<file path="src/rtl/sisc_fetch_unit.sv">
// SISC fetch unit: program counter, instruction register and the instruction-memory
// req/ack fetch engine with a bounded wait that parks in a sticky FAULT state.
module sisc_fetch_unit #(
   parameter int ADDR_W       = 16,
   parameter int DATA_W       = 32,
   parameter int IMEM_TIMEOUT = 15
) (
   input  logic              clk,
   input  logic              rst_f,
   input  logic              pc_rst,
   input  logic              pc_write,
   input  logic              pc_sel,
   input  logic              br_sel,
   input  logic              ir_load,
   output logic              imem_req,
   output logic [ADDR_W-1:0] imem_addr,
   input  logic              imem_ack,
   input  logic [DATA_W-1:0] imem_data,
   output logic [ADDR_W-1:0] pc,
   output logic [DATA_W-1:0] ir,
   output logic [3:0]        opcode,
   output logic [3:0]        mm,
   output logic [ADDR_W-1:0] imm,
   output logic              fetch_stall,
   output logic              fetch_fault
);

   localparam int                CNT_W    = (IMEM_TIMEOUT > 1) ? $clog2(IMEM_TIMEOUT) : 1;
   localparam logic [CNT_W-1:0]  CNT_LAST = CNT_W'(IMEM_TIMEOUT - 1);
   localparam logic [CNT_W-1:0]  CNT_ONE  = CNT_W'(1);
   localparam logic [ADDR_W-1:0] PC_ONE   = ADDR_W'(1);
   localparam logic [DATA_W-1:0] HLT_WORD = {4'hF, {(DATA_W-4){1'b0}}};

   typedef enum logic [1:0] {
      IDLE  = 2'd0,
      BUSY  = 2'd1,
      FAULT = 2'd2
   } state_t;

   state_t             state_r;
   logic [CNT_W-1:0]   cnt_r;
   logic [ADDR_W-1:0]  pc_next_s;

   assign opcode = ir[DATA_W-1:DATA_W-4];
   assign mm     = ir[DATA_W-5:DATA_W-8];
   assign imm    = ir[ADDR_W-1:0];

   // Next PC: clear beats update; relative branches add imm as a two's complement offset
   always_comb begin
      pc_next_s = pc;
      if (pc_rst) begin
         pc_next_s = '0;
      end else if (pc_write) begin
         if (!pc_sel) begin
            pc_next_s = pc + PC_ONE;
         end else if (!br_sel) begin
            pc_next_s = imm;
         end else begin
            pc_next_s = pc + imm;
         end
      end else begin
         pc_next_s = pc;
      end
   end

   // Program counter register, independent of the fetch engine
   always_ff @(posedge clk or negedge rst_f) begin
      if (!rst_f) begin
         pc <= '0;
      end else begin
         pc <= pc_next_s;
      end
   end

   // Fetch FSM; imem_addr latches the pre-update PC so a concurrent PC change cannot move it
   always_ff @(posedge clk or negedge rst_f) begin
      if (!rst_f) begin
         state_r     <= IDLE;
         cnt_r       <= '0;
         imem_req    <= 1'b0;
         imem_addr   <= '0;
         ir          <= '0;
         fetch_stall <= 1'b0;
         fetch_fault <= 1'b0;
      end else begin
         case (state_r)
            IDLE: begin
               if (ir_load) begin
                  imem_addr   <= pc;
                  imem_req    <= 1'b1;
                  fetch_stall <= 1'b1;
                  cnt_r       <= '0;
                  state_r     <= BUSY;
               end
            end
            BUSY: begin
               if (imem_ack) begin
                  ir          <= imem_data;
                  imem_req    <= 1'b0;
                  fetch_stall <= 1'b0;
                  state_r     <= IDLE;
               end else if (cnt_r == CNT_LAST) begin
                  ir          <= HLT_WORD;
                  imem_req    <= 1'b0;
                  fetch_stall <= 1'b0;
                  fetch_fault <= 1'b1;
                  state_r     <= FAULT;
               end else begin
                  cnt_r <= cnt_r + CNT_ONE;
               end
            end
            FAULT: begin
               imem_req    <= 1'b0;
               fetch_stall <= 1'b0;
               fetch_fault <= 1'b1;
            end
            default: begin
               // Unreachable encoding: park safely with the core halted
               ir          <= HLT_WORD;
               imem_req    <= 1'b0;
               fetch_stall <= 1'b0;
               fetch_fault <= 1'b1;
               state_r     <= FAULT;
            end
         endcase
      end
   end

endmodule

</file>
<file path="config.mk">
export PLATFORM = sky130hd
export DESIGN_NAME = sisc_fetch_unit
export DESIGN_NICKNAME = d
export VERILOG_FILES = /design/src/rtl/sisc_fetch_unit.sv
export SDC_FILE = /design/constraint.sdc
export NUM_CORES = 1
export LEC_CHECK = 0
export ABC_CLOCK_PERIOD_IN_PS = 2300
export CORE_AREA = 2 2 139 87
export DETAILED_ROUTE_END_ITERATION = 7
export DIE_AREA = 0 0 141 89
export PLACE_DENSITY_LB_ADDON = 0.25
export SYNTH_ARGS = -nofsm -noshare
export SYNTH_HDL_FRONTEND = slang
export SYNTH_SLANG_ARGS = --single-unit
</file>
<file path="constraint.sdc">
create_clock -name clk -period 2.3 [get_ports clk]
set_input_delay 0.46 -clock clk [delete_from_list [all_inputs] [get_ports clk]]
set_output_delay 0.46 -clock clk [all_outputs]
set_load 0.01 [all_outputs]
</file>
==> results.md, run 1 <==
* **net switching power** 1.730 mW
* **total via count after detailed routing** 4217
* **sequential cell area** 0.001803 mm²
* **initial standard-cell utilization of the core** 39.28%
* **relative contribution of sequential cells to total power** 31.8%
* **Compound-Gate Fraction of Synth Area** 22.00%
* **skew final** 0.006560 ns
* **headroom to the max-slew limit** 46.36%
* **clock transition at the registers of the reported paths** 0.06 ns
* **peak clock frequency supported by timing** 451.7 MHz
* **type of the tightest min-delay check** input port to asynchronous set/reset pin
* **signal arrival time at the worst endpoint** 2.44 ns
* **final wirelength** 14.26 mm
* **pin count of the biggest net entering global routing** 48
* **simple-gate area share of the yosys netlist** 14.89%
* **count of flip-flops with a built-in enable after synthesis** 0
* **Power Dens Cells** 842.5 mW/mm²
* **switching fraction of total power** 32.33%
* **internal power contribution** 3.621 mW
* **synthesized flop and latch total** 72
* **via density per instance** 5.699
* **total die area** 0.01255 mm²
* **category of the worst setup path capture point** flop
* **routed len/inst** 19.27 µm
* **max-cap violations** 0
* **fraction of registers with async set/reset** 100.0%
* **count of warnings emitted by yosys** 0
* **kind of start point of the critical path** flop
* **number of nets in the synthesized netlist** 511
* **Hold Fails Final Rpt** 0
* **power share of the clock group** 30.8%
* **Detailed Place HPWL** 10.71 mm
* **count of filler cells inserted in the layout** 975
* **outcome** completed
* **Finished Core Util** 56.97%
* **max-slew violation count** 0
* **adder-cell share of the synthesized area** 5.600%
* **number of sinks on the clock net** 72
* **clock insertion delay at the later pin of the skew report** 0.34 ns
* **Finished Layout Cells** 740
* **Worst IR Drop VDD** 0.0004421 V
* **count of cell types in the netlist** 58
* **Final Net Count** 650
* **crit share post-route** 96.26%
* **placed instance count** 723
* **Slowest Stage Delay on Critical Path** 0.47 ns
* **top_reg_cell synth** dfrtp_1
* **Detailed Route Iter0 Violations** 422
* **combinational share of power** 37.4%
* **slew of the pin with the lowest slew margin** 0.8030 ns
* **# hold bufs at CTS** 0
* **source of the critical timing path** pc[6]$_DFFE_PN0P_
* **library cell contributing the largest single delay on the critical path** dfrtp_1
* **Top Ports** 131
* **buffer depth of the longest clock path** 2
* **shortest clock period the worst path allows after layout** 2.214 ns
* **number of DRC violations after detailed routing** 0
* **standard cell core area** 0.01115 mm²
* **number of antenna-violating nets in the routed design** 0
* **fraction of synthesized area in multiplexers** 6.514%
* **Die Y** 89 µm
* **final weighted congestion in routability-driven placement** 0.8528
* **launching point of the worst reg2reg path** pc[6]$_DFFE_PN0P_
* **Max H-tree Level** 3
* **combinational family with the most area after synthesis** compound AO/OA/AOI/OAI gates
* **wire length of the first global-routing pass** 22.07 mm
* **Post-Synth XOR/XNOR Area** 1.800%
* **Critical path buffers and inverters** 0
* **Die Span X** 141 µm
* **count of port buffers added during placement** 130
* **share of layout cells above drive strength 1** 17.45%
* **antenna cell count** 0
* **cell chosen for the clock root** clkbuf_16
* **sequential fraction of the synthesis area** 41.14%
* **most frequent standard cell in the layout excluding fill and tap cells** clkdlybuf4s50_1
* **vias in the first global route** 3949
* **Initial DRT Pass Iterations** 5
* **CP Cell Sequence** ha_1, nand2_1, o21ai_0, nor3_1, nor3b_2, nor2_1, a2111oi_2
* **cts bufs inserted** 9
* **Critical Setup Path Class** flop to flop
* **overall track demand over capacity in global routing** 23.23%
* **unrepaired setup endpoints after global routing** true
* **most frequent cells in the layout** 129 x clkdlybuf4s50_1, 71 x dfrtp_1, 42 x buf_4, 31 x a21oi_1, 29 x nor2_1
* **Post-Syn Area per Cell** 9.688 µm²
* **total leakage power** 2.729 nW
* **total congestion overflow** 0
* **number of antenna violations at the first check in global routing** 0
* **area taken by multi-input logic gates** 0.002277 mm²
* **cell family contributing the most delay on the critical path** compound AO/OA/AOI/OAI gates
* **relative area change from synthesis to final layout** 45.03%
* **row count** 30
* **clock tree from TritonCTS** yes
* **Final Setup Violations** 0
* **CP required** 2.53 ns
* **number of cells produced by synthesis** 452
* **critical path fanouts, max** 6
* **Cell Area, Synth** 0.004379 mm²
## cells in the mapped netlist, drive strengths merged (3+ instances only)
master	count	area [µm²]
a211oi	10	90.09
a21o	6	45.04
a21oi	33	168.9
a22o	23	201.4
a31o	3	26.28
a31oi	5	31.28
and3	4	25.02
and4	3	26.28
buf	35	247.7
clkbuf	12	45.04
dfrtp	72	1802
ha	18	225.2
inv	16	60.06
mux2	20	225.2
mux2i	6	60.06
nand2	26	97.59
nand2b	5	31.28
nand3	11	55.05
nand4	4	40.04
nor2	30	112.6
nor2b	10	62.56
nor3	13	70.07
nor3b	5	37.54
nor4	4	25.02
o211ai	4	30.03
o21a	4	30.03
o21ai	25	125.1
o22a	4	35.03
or2	3	18.77
xnor2	6	52.55
xor2	3	26.28
## metal layers
layer	vias up	GRT usage, %	wire length (µm)
met5	-	0	0
met4	0	4.545	110
met3	13	7.177	1643
met2	229	30.91	5594
met1	2049	36.46	6913
li1	1926	-	-
## flip-flops by register name, summed over array words and instances, names as in the netlist
register / flops
cnt_r: 4
fetch_fault: 1
fetch_stall: 1
ir: 32
state_r: 2
pc: 16
imem_addr: 16
## through the flow
| stage | hold slack (ns) | cell area (µm²) | power [mW] | worst slack (ns) | TNS [ns] |
|---|---|---|---|---|---|
| after floorplan | 0.1644 | 4380 | 2.691 | 0.01556 | 0 |
| after global placement | 0.4595 | 5958 | 3.637 | 0.05085 | 0 |
| after detailed placement | 0.4576 | 5958 | 3.670 | -0.1468 | -0.1468 |
| after CTS | 0.1604 | 6334 | 5.356 | 0.01065 | 0 |
| after global routing | 0.1914 | 6351 | 5.611 | -0.07214 | -0.07711 |
| final | 0.1235 | 6351 | 5.351 | 0.08597 | 0 |
## final timing paths
kind / end / slack (ns) / cells after the start
min reg2reg: fetch_fault$_DFFE_PN0P_ / 0.48 / 1
max reg2reg: pc[8]$_DFFE_PN0P_ / 0.09 / 7
min: pc[13]$_DFFE_PN0P_ / 0.12 / 1
max in group asynchronous: ir[27]$_DFFE_PN0P_ / 1.60 / 2
max: pc[8]$_DFFE_PN0P_ / 0.09 / 7
min in group clk: fetch_fault$_DFFE_PN0P_ / 0.48 / 1
## final cells by class
class	count	area share, %
multi-input cells	317	35.85
well taps	144	2.837
repair buffers	175	26.56
clock buffers	10	3.605
clock inverters	6	1.812
inverters	16	0.9456
flip-flops and latches	72	28.39
## timing repair
item / 4_1_cts / 5_1_grt
gates cloned: 0 / 0
buffers inserted: 1 / 0
pin swaps: 2 / 3
endpoints found under the setup margin: 1 / 5
resized for setup: 5 / 5
## power groups by stage
| stage | logic (mW) | clock network, mW | registers (mW) |
|---|---|---|---|
| global route | 2.15 | 1.73 | 1.73 |
| detailed placement | 1.96 | 0 | 1.71 |
| floorplan | 0.909 | 0 | 1.78 |
| CTS | 1.98 | 1.68 | 1.70 |
| finish | 2.00 | 1.65 | 1.70 |
| global placement | 1.94 | 0 | 1.70 |
## kinds of logic after synthesis
| kind of cell | count (synthesis) |
|---|---|
| muxes | 26 |
| xor gates and xnor gates | 9 |
| adders and majority gates | 19 |
| buffers and inverters | 63 |
| and+or+nand+nor | 125 |
| AOI/OAI and AO/OA | 138 |
| DFF | 72 |
No activity file was read; power rests on OpenSTA's default activity.
==> run 2, diff against run 1 <==
- CORE_AREA: 2 2 139 87 -> 10 10 147 95
- DIE_AREA: 0 0 141 89 -> 0 0 157 105
==> run 2 against run 1 <==
  * Count of clock-buffer cells in the layout stayed put
  * Register-to-register slack improved by 0.02 ns
  * Utilization hardly changed
  * Routed wire length rose by 8.4%
  * Die area up 31%
  * Sequential share of layout area barely moved
  * Critical path type unchanged
  * Cell count up 0.68%
  * Global-route usage decreased by 4.9 points
  * Worst hold slack worse by 0.054 ns
  * Highest routed layer unchanged
==> results.md, run 2 (synthesized netlist as in run 1, its figures left out) <==
* **category of the worst setup path capture point** flop
* **Max H-tree Level** 3, unchanged
* **clock tree from TritonCTS** yes
* **unrepaired setup endpoints after global routing** false
* **overall track demand over capacity in global routing** 18.32%, -4.9 points
* **critical path fanouts, max** 3, -3
* **combinational share of power** 39.6%, +2.2 points
* **Final Net Count** 656, +0.92%
* **slew of the pin with the lowest slew margin** 0.7522 ns, -0.05080 ns
* **relative contribution of sequential cells to total power** 32.9%, +1.1 points
* **Die Span X** 157 µm, +11%
* **total via count after detailed routing** 4140, -1.8%
* **number of flip-flops under the largest register name** 32, unchanged
* **switching fraction of total power** 33.39%, +1.1 points
* **wire length of the first global-routing pass** 23.83 mm, +7.9%
* **number of antenna violations at the first check in global routing** 0, unchanged
* **cts bufs inserted** 9, unchanged
* **share of layout cells above drive strength 1** 18.80%, +1.4 points
* **Worst IR Drop VDD** 0.0004811 V, +8.8%
* **CP required** 2.52 ns, about the same
* **Detailed Place HPWL** 11.85 mm, +11%
* **Critical Setup Path Class** flop to flop
* **via density per instance** 5.557, -2.5%
* **clock insertion delay at the later pin of the skew report** 0.34 ns, about the same
* **Final Setup Violations** 0, unchanged
* **signal arrival time at the worst endpoint** 2.42 ns, -0.02 ns
* **routed len/inst** 20.75 µm, +7.7%
* **Die Y** 105 µm, +18%
* **initial standard-cell utilization of the core** 39.28%, unchanged
* **final total power** 5.159 mW, -3.6%
* **crit share post-route** 95.42%, -0.84 points
* **relative area change from synthesis to final layout** 45.00%, about the same
* **clock transition at the registers of the reported paths** 0.06 ns, about the same
* **row count** 30, unchanged
* **type of the tightest min-delay check** input port to asynchronous set/reset pin
* **headroom to the max-slew limit** 49.75%, +3.4 points
* **library cell contributing the largest single delay on the critical path** dfrtp_1
* **Top Ports** 131, unchanged
* **count of filler cells inserted in the layout** 969, -0.62%
* **final weighted congestion in routability-driven placement** 0.8795, +3.1%
* **max-slew violation count** 0, unchanged
* **kind of start point of the critical path** flop
* **net switching power** 1.723 mW, -0.44%
* **worst hold-check slack** 0.06992 ns, -0.05361 ns
* **number of antenna-violating nets in the routed design** 0, unchanged
* **antenna cell count** 0, unchanged
* **total leakage power** 2.735 nW, +0.22%
* **Final TNS setup** 0 ns, unchanged
* **skew final** 0.007764 ns, +0.001204 ns
* **largest registers** ir x32, imem_addr x16, pc x16
* **Reg2Reg Depth** 9, +2
* **buffer depth of the longest clock path** 2, unchanged
* **pin count of the biggest net entering global routing** 38, -21%
* **outcome** completed
* **power share of the clock group** 27.4%, -3.4 points
* **final wirelength** 15.46 mm, +8.4%
* **internal power contribution** 3.436 mW, -5.1%
* **total die area** 0.01649 mm², +31%
* **standard cell core area** 0.01115 mm², unchanged
* **Power Dens Cells** 812.4 mW/mm², -3.6%
* **vias in the first global route** 3996, +1.2%
* **Hold Fails Final Rpt** 0, unchanged
* **area taken by multi-input logic gates** 0.002292 mm², +0.66%
* **total congestion overflow** 0, unchanged
* **cell chosen for the clock root** clkbuf_16
* **final cell area excluding filler cells** 0.006350 mm², about the same
* **number of sinks on the clock net** 72, unchanged
* **count of port buffers added during placement** 130, unchanged
* **most frequent cells in the layout** 129 x clkdlybuf4s50_1, 71 x dfrtp_1, 49 x buf_4, 31 x a21oi_1, 29 x nor2_1
* **sequential cell area** 0.001803 mm², unchanged
* **Detailed Route Iter0 Violations** 342, -19%
* **Slowest Stage Delay on Critical Path** 0.36 ns, -0.11 ns
* **CP Cell Sequence** ha_2, inv_1, fa_2, nand2b_4, a211oi_4, nor3_1, nor3b_1, nor2_1, a2111oi_2
* **shortest clock period the worst path allows after layout** 2.195 ns, -0.01936 ns
* **number of DRC violations after detailed routing** 0, unchanged
* **launching point of the worst reg2reg path** ir[0]$_DFFE_PN0P_
* **register bank with the most flops** ir
* **max-cap violations** 0, unchanged
* **most frequent standard cell in the layout excluding fill and tap cells** clkdlybuf4s50_1
* **Worst R2R End** pc[8]$_DFFE_PN0P_
* **post-placement cell area** 0.005976 mm², +0.29%
* **setup slack on the worst flop-to-flop path** 0.11 ns, +0.02 ns
* **Initial DRT Pass Iterations** 5, unchanged
* **peak clock frequency supported by timing** 455.7 MHz, +0.88%
* **Finished Core Util** 56.96%, about the same
## run 2: final cells by class
type | count | area share (%)
timing repair buffer | 181 | 27.07
clock buffer | 10 | 3.764
sequential | 72 | 28.39
clock inverter | 5 | 0.8867
tap | 144 | 2.837
multi-input combinational | 317 | 36.10
inverter | 16 | 0.9458
## run 2: critical path: cells and delay by family, from the launching register on
kind / cells / cell delay (ns)
and+or+nand+nor: 4 / 0.51
DFF: 1 / 0.36
AOI/OAI and AO/OA: 2 / 0.63
adders and majority gates: 2 / 0.52
buffers and inverters: 1 / 0.05
## run 2: timing repair
action                                  in CTS  in global routing
setup buffers                                0                  3
endpoints found under the setup margin       1                  9
hold buffers                                 0                  0
gates resized for setup                      1                 14
pin swaps                                    0                 10
## run 2: power by group through the flow
stage | sequential, mW | clock [mW] | combinational, mW
finish | 1.70 | 1.42 | 2.04
floorplan | 1.78 | 0 | 0.909
CTS | 1.70 | 1.44 | 2.01
detailed placement | 1.71 | 0 | 2.00
global route | 1.73 | 1.50 | 2.20
global placement | 1.70 | 0 | 1.99
## run 2: how the worst max path moves through the flow
stage | start | end | slack, ns | cells after the start
floorplan | ir[0]$_DFFE_PN0P_ | pc[12]$_DFFE_PN0P_ | 0.02 | 9
global placement | pc[0]$_DFFE_PN0P_ | pc[10]$_DFFE_PN0P_ | 0.03 | 10
detailed placement | ir[0]$_DFFE_PN0P_ | pc[10]$_DFFE_PN0P_ | 0.02 | 10
CTS | ir[0]$_DFFE_PN0P_ | pc[12]$_DFFE_PN0P_ | 0.01 | 9
global route | ir[1]$_DFFE_PN0P_ | pc[15]$_DFFE_PN0P_ | 0.0002 | 8
finish | ir[0]$_DFFE_PN0P_ | pc[8]$_DFFE_PN0P_ | 0.11 | 9
## run 2: per-stage QoR
step                setup slack [ns]  cells
global placement             0.02780    727
detailed placement           0.01594    727
floorplan                    0.01556    452
CTS                          0.01150    742
finish                        0.1053    745
global route               0.0002283    745
## run 2: per-layer routing
layer  track usage [%]  wire [µm]  part of all wire [%]
met5                 0          0                     0
met4             3.826        120                  0.78
met3             7.412       1540                    10
met2             22.92       5981                    39
met1             27.86       7818                    51
==> run 3, diff against run 2 <==
- CORE_AREA: 10 10 147 95 -> 10 10 159 87
- CTS_CLUSTER_DIAMETER: unset -> 40
- DIE_AREA: 0 0 157 105 -> 0 0 169 97
==> run 3 against run 2 <==
  * Setup slack lost 0.059 ns
  * Die area decreased by 0.56%
  * Sequential share of layout area up 0.44 points
  * Worst hold slack improved by 0.022 ns
  * First-iteration DRC count down 40%
  * Combinational power fell by 6%
  * Total power fell by 4.5%
  * Critical path depth up 1
  * Global-route usage fell by 3.0 points
  * Routed wire length is 17% lower
  * Utilization increased by 0.34 points
  * Cell count shrank 1.2%
  * Largest cell class unchanged
==> results.md, run 3 (synthesized netlist as in run 1, its figures left out) <==
* **largest registers** ir x32, imem_addr x16, pc x16
* **Initial DRT Pass Iterations** 4, -1
* **Max H-tree Level** 3, unchanged
* **clock transition at the registers of the reported paths** 0.06 ns, about the same
* **most frequent cells in the layout** 129 x clkdlybuf4s50_1, 71 x dfrtp_1, 38 x buf_4, 31 x a21oi_1, 29 x nor2_1
* **number of DRC violations after detailed routing** 0, unchanged
* **Final Setup Violations** 0, unchanged
* **Detailed Place HPWL** 9.962 mm, -16%
* **buffer depth of the longest clock path** 2, unchanged
* **total via count after detailed routing** 3938, -4.9%
* **vias in the first global route** 3863, -3.3%
* **count of port buffers added during placement** 130, unchanged
* **unrepaired setup endpoints after global routing** true
* **peak clock frequency supported by timing** 443.8 MHz, -2.6%
* **Die Y** 97 µm, -7.6%
* **number of flip-flops under the largest register name** 32, unchanged
* **Detailed Route Iter0 Violations** 204, -40%
* **final weighted congestion in routability-driven placement** 0.8831, +0.41%
* **routed len/inst** 17.52 µm, -16%
* **cts bufs inserted** 9, unchanged
* **signal arrival time at the worst endpoint** 2.47 ns, +0.05 ns
* **Final Net Count** 645, -1.7%
* **most frequent standard cell in the layout excluding fill and tap cells** clkdlybuf4s50_1
* **overall track demand over capacity in global routing** 15.33%, -3.0 points
* **kind of start point of the critical path** flop
* **Hold Fails Final Rpt** 0, unchanged
* **critical path fanouts, max** 3, unchanged
* **headroom to the max-slew limit** 56.48%, +6.7 points
* **Top Ports** 131, unchanged
* **worst hold-check slack** 0.09177 ns, +0.02185 ns
* **Worst IR Drop VDD** 0.0003863 V, -20%
* **antenna cell count** 0, unchanged
* **skew final** 0.008880 ns, +0.001116 ns
* **clock tree from TritonCTS** yes
* **total die area** 0.01639 mm², -0.56%
* **category of the worst setup path capture point** flop
* **total congestion overflow** 0, unchanged
* **clock insertion delay at the later pin of the skew report** 0.34 ns, about the same
* **Finished Core Util** 57.30%, +0.34 points
* **Final TNS setup** 0 ns, unchanged
* **max-slew violation count** 0, unchanged
* **Power Dens Cells** 787.6 mW/mm², -3.0%
* **crit share post-route** 97.98%, +2.6 points
* **type of the tightest min-delay check** input port to asynchronous set/reset pin
* **Die Span X** 169 µm, +7.6%
* **number of antenna-violating nets in the routed design** 0, unchanged
* **# hold bufs at CTS** 0, unchanged
* **standard cell core area** 0.01091 mm², -2.1%
* **number of antenna violations at the first check in global routing** 0, unchanged
* **wire length of the first global-routing pass** 20.76 mm, -13%
* **share of layout cells above drive strength 1** 17.09%, -1.7 points
* **number of sinks on the clock net** 72, unchanged
* **final wirelength** 12.89 mm, -17%
* **relative area change from synthesis to final layout** 42.77%
* **total leakage power** 2.675 nW, -2.2%
* **pin count of the biggest net entering global routing** 39, +2.6%
* **row count** 27, -10%
* **outcome** completed
* **initial standard-cell utilization of the core** 40.13%, +0.85 points
* **Critical Setup Path Class** flop to flop
* **max-cap violations** 0, unchanged
* **via density per instance** 5.351, -3.7%
* **shortest clock period the worst path allows after layout** 2.253 ns, +0.05882 ns
* **slew of the pin with the lowest slew margin** 0.6515 ns, -0.1007 ns
* **CP required** 2.52 ns, about the same
* **cell chosen for the clock root** clkbuf_16
* **register bank with the most flops** ir
-- run 3: cell count changes in the layout (fill, tap and decap cells not counted), sizes merged --
cell	change
buf	-11
bufinv	-1
clkbuf	-1
clkinv	+1
clkinvlp	+1
inv	+1
-- run 3: critical path, stage by stage, from the launching register on --
cell and delay, ns:
dfrtp_2 0.35, ha_1 0.16, inv_1 0.06, fa_2 0.35
nand2b_4 0.17, a211oi_4 0.27, buf_4 0.16, o21ai_2 0.06
a21oi_2 0.15, mux2i_1 0.08, a311o_1 0.32
-- run 3: timing repair --
action / in CTS / in global routing
endpoints found under the setup margin: 3 / 6
pin swaps: 4 / 8
resized for setup: 6 / 10
setup buffers: 1 / 1
-- run 3: layout make-up --
class	count	area (µm²)
fillers	990	4659
multi-input cells	317	2291
flip-flops and latches	72	1803
repair buffers	170	1637
clock buffers	9	225.2
well taps	145	181.4
inverters	16	60.06
clock inverters	7	55.05
-- run 3: metal layers --
| metal | share of wire (%) | vias to the layer above | track usage, % |
|---|---|---|---|
| met5 | 0 | - | 0 |
| met2 | 49 | 84 | 25.32 |
| met3 | 5.9 | 6 | 5.361 |
| met4 | 0.60 | 0 | 3.738 |
| met1 | 45 | 1934 | 18.68 |
| li1 | - | 1914 | - |
-- run 3: path summary, 6_finish.rpt --
kind	from	to	slack [ns]	depth (start not counted)
setup reg to reg	pc[0]$_DFFE_PN0P_	pc[12]$_DFFE_PN0P_	0.05	10
max in group asynchronous	rst_f	pc[0]$_DFFE_PN0P_	1.62	2
min in group clk	fetch_fault$_DFFE_PN0P_	fetch_fault$_DFFE_PN0P_	0.48	1
hold / removal	rst_f	ir[25]$_DFFE_PN0P_	0.09	1
setup / recovery	pc[0]$_DFFE_PN0P_	pc[12]$_DFFE_PN0P_	0.05	10
hold reg to reg	fetch_fault$_DFFE_PN0P_	fetch_fault$_DFFE_PN0P_	0.48	1
-- run 3: per-stage QoR --
stage               instance area [µm²]  setup slack [ns]  total power [mW]  cells
floorplan                          4380           0.01556             2.691    452
global placement                   5898           0.02313             3.577    718
detailed placement                 5898          -0.01446             3.596    718
CTS                                6215           0.01967             4.966    735
global route                       6252          -0.04162             5.224    736
finish                             6252           0.04651             4.925    736
-- run 3: power by group --
group          internal (mW)  leakage, nW  switching (mW)  total, mW
Sequential              1.49        0.934           0.181       1.67
Combinational           1.05         1.61           0.870       1.92
Clock                  0.739        0.132           0.598       1.34
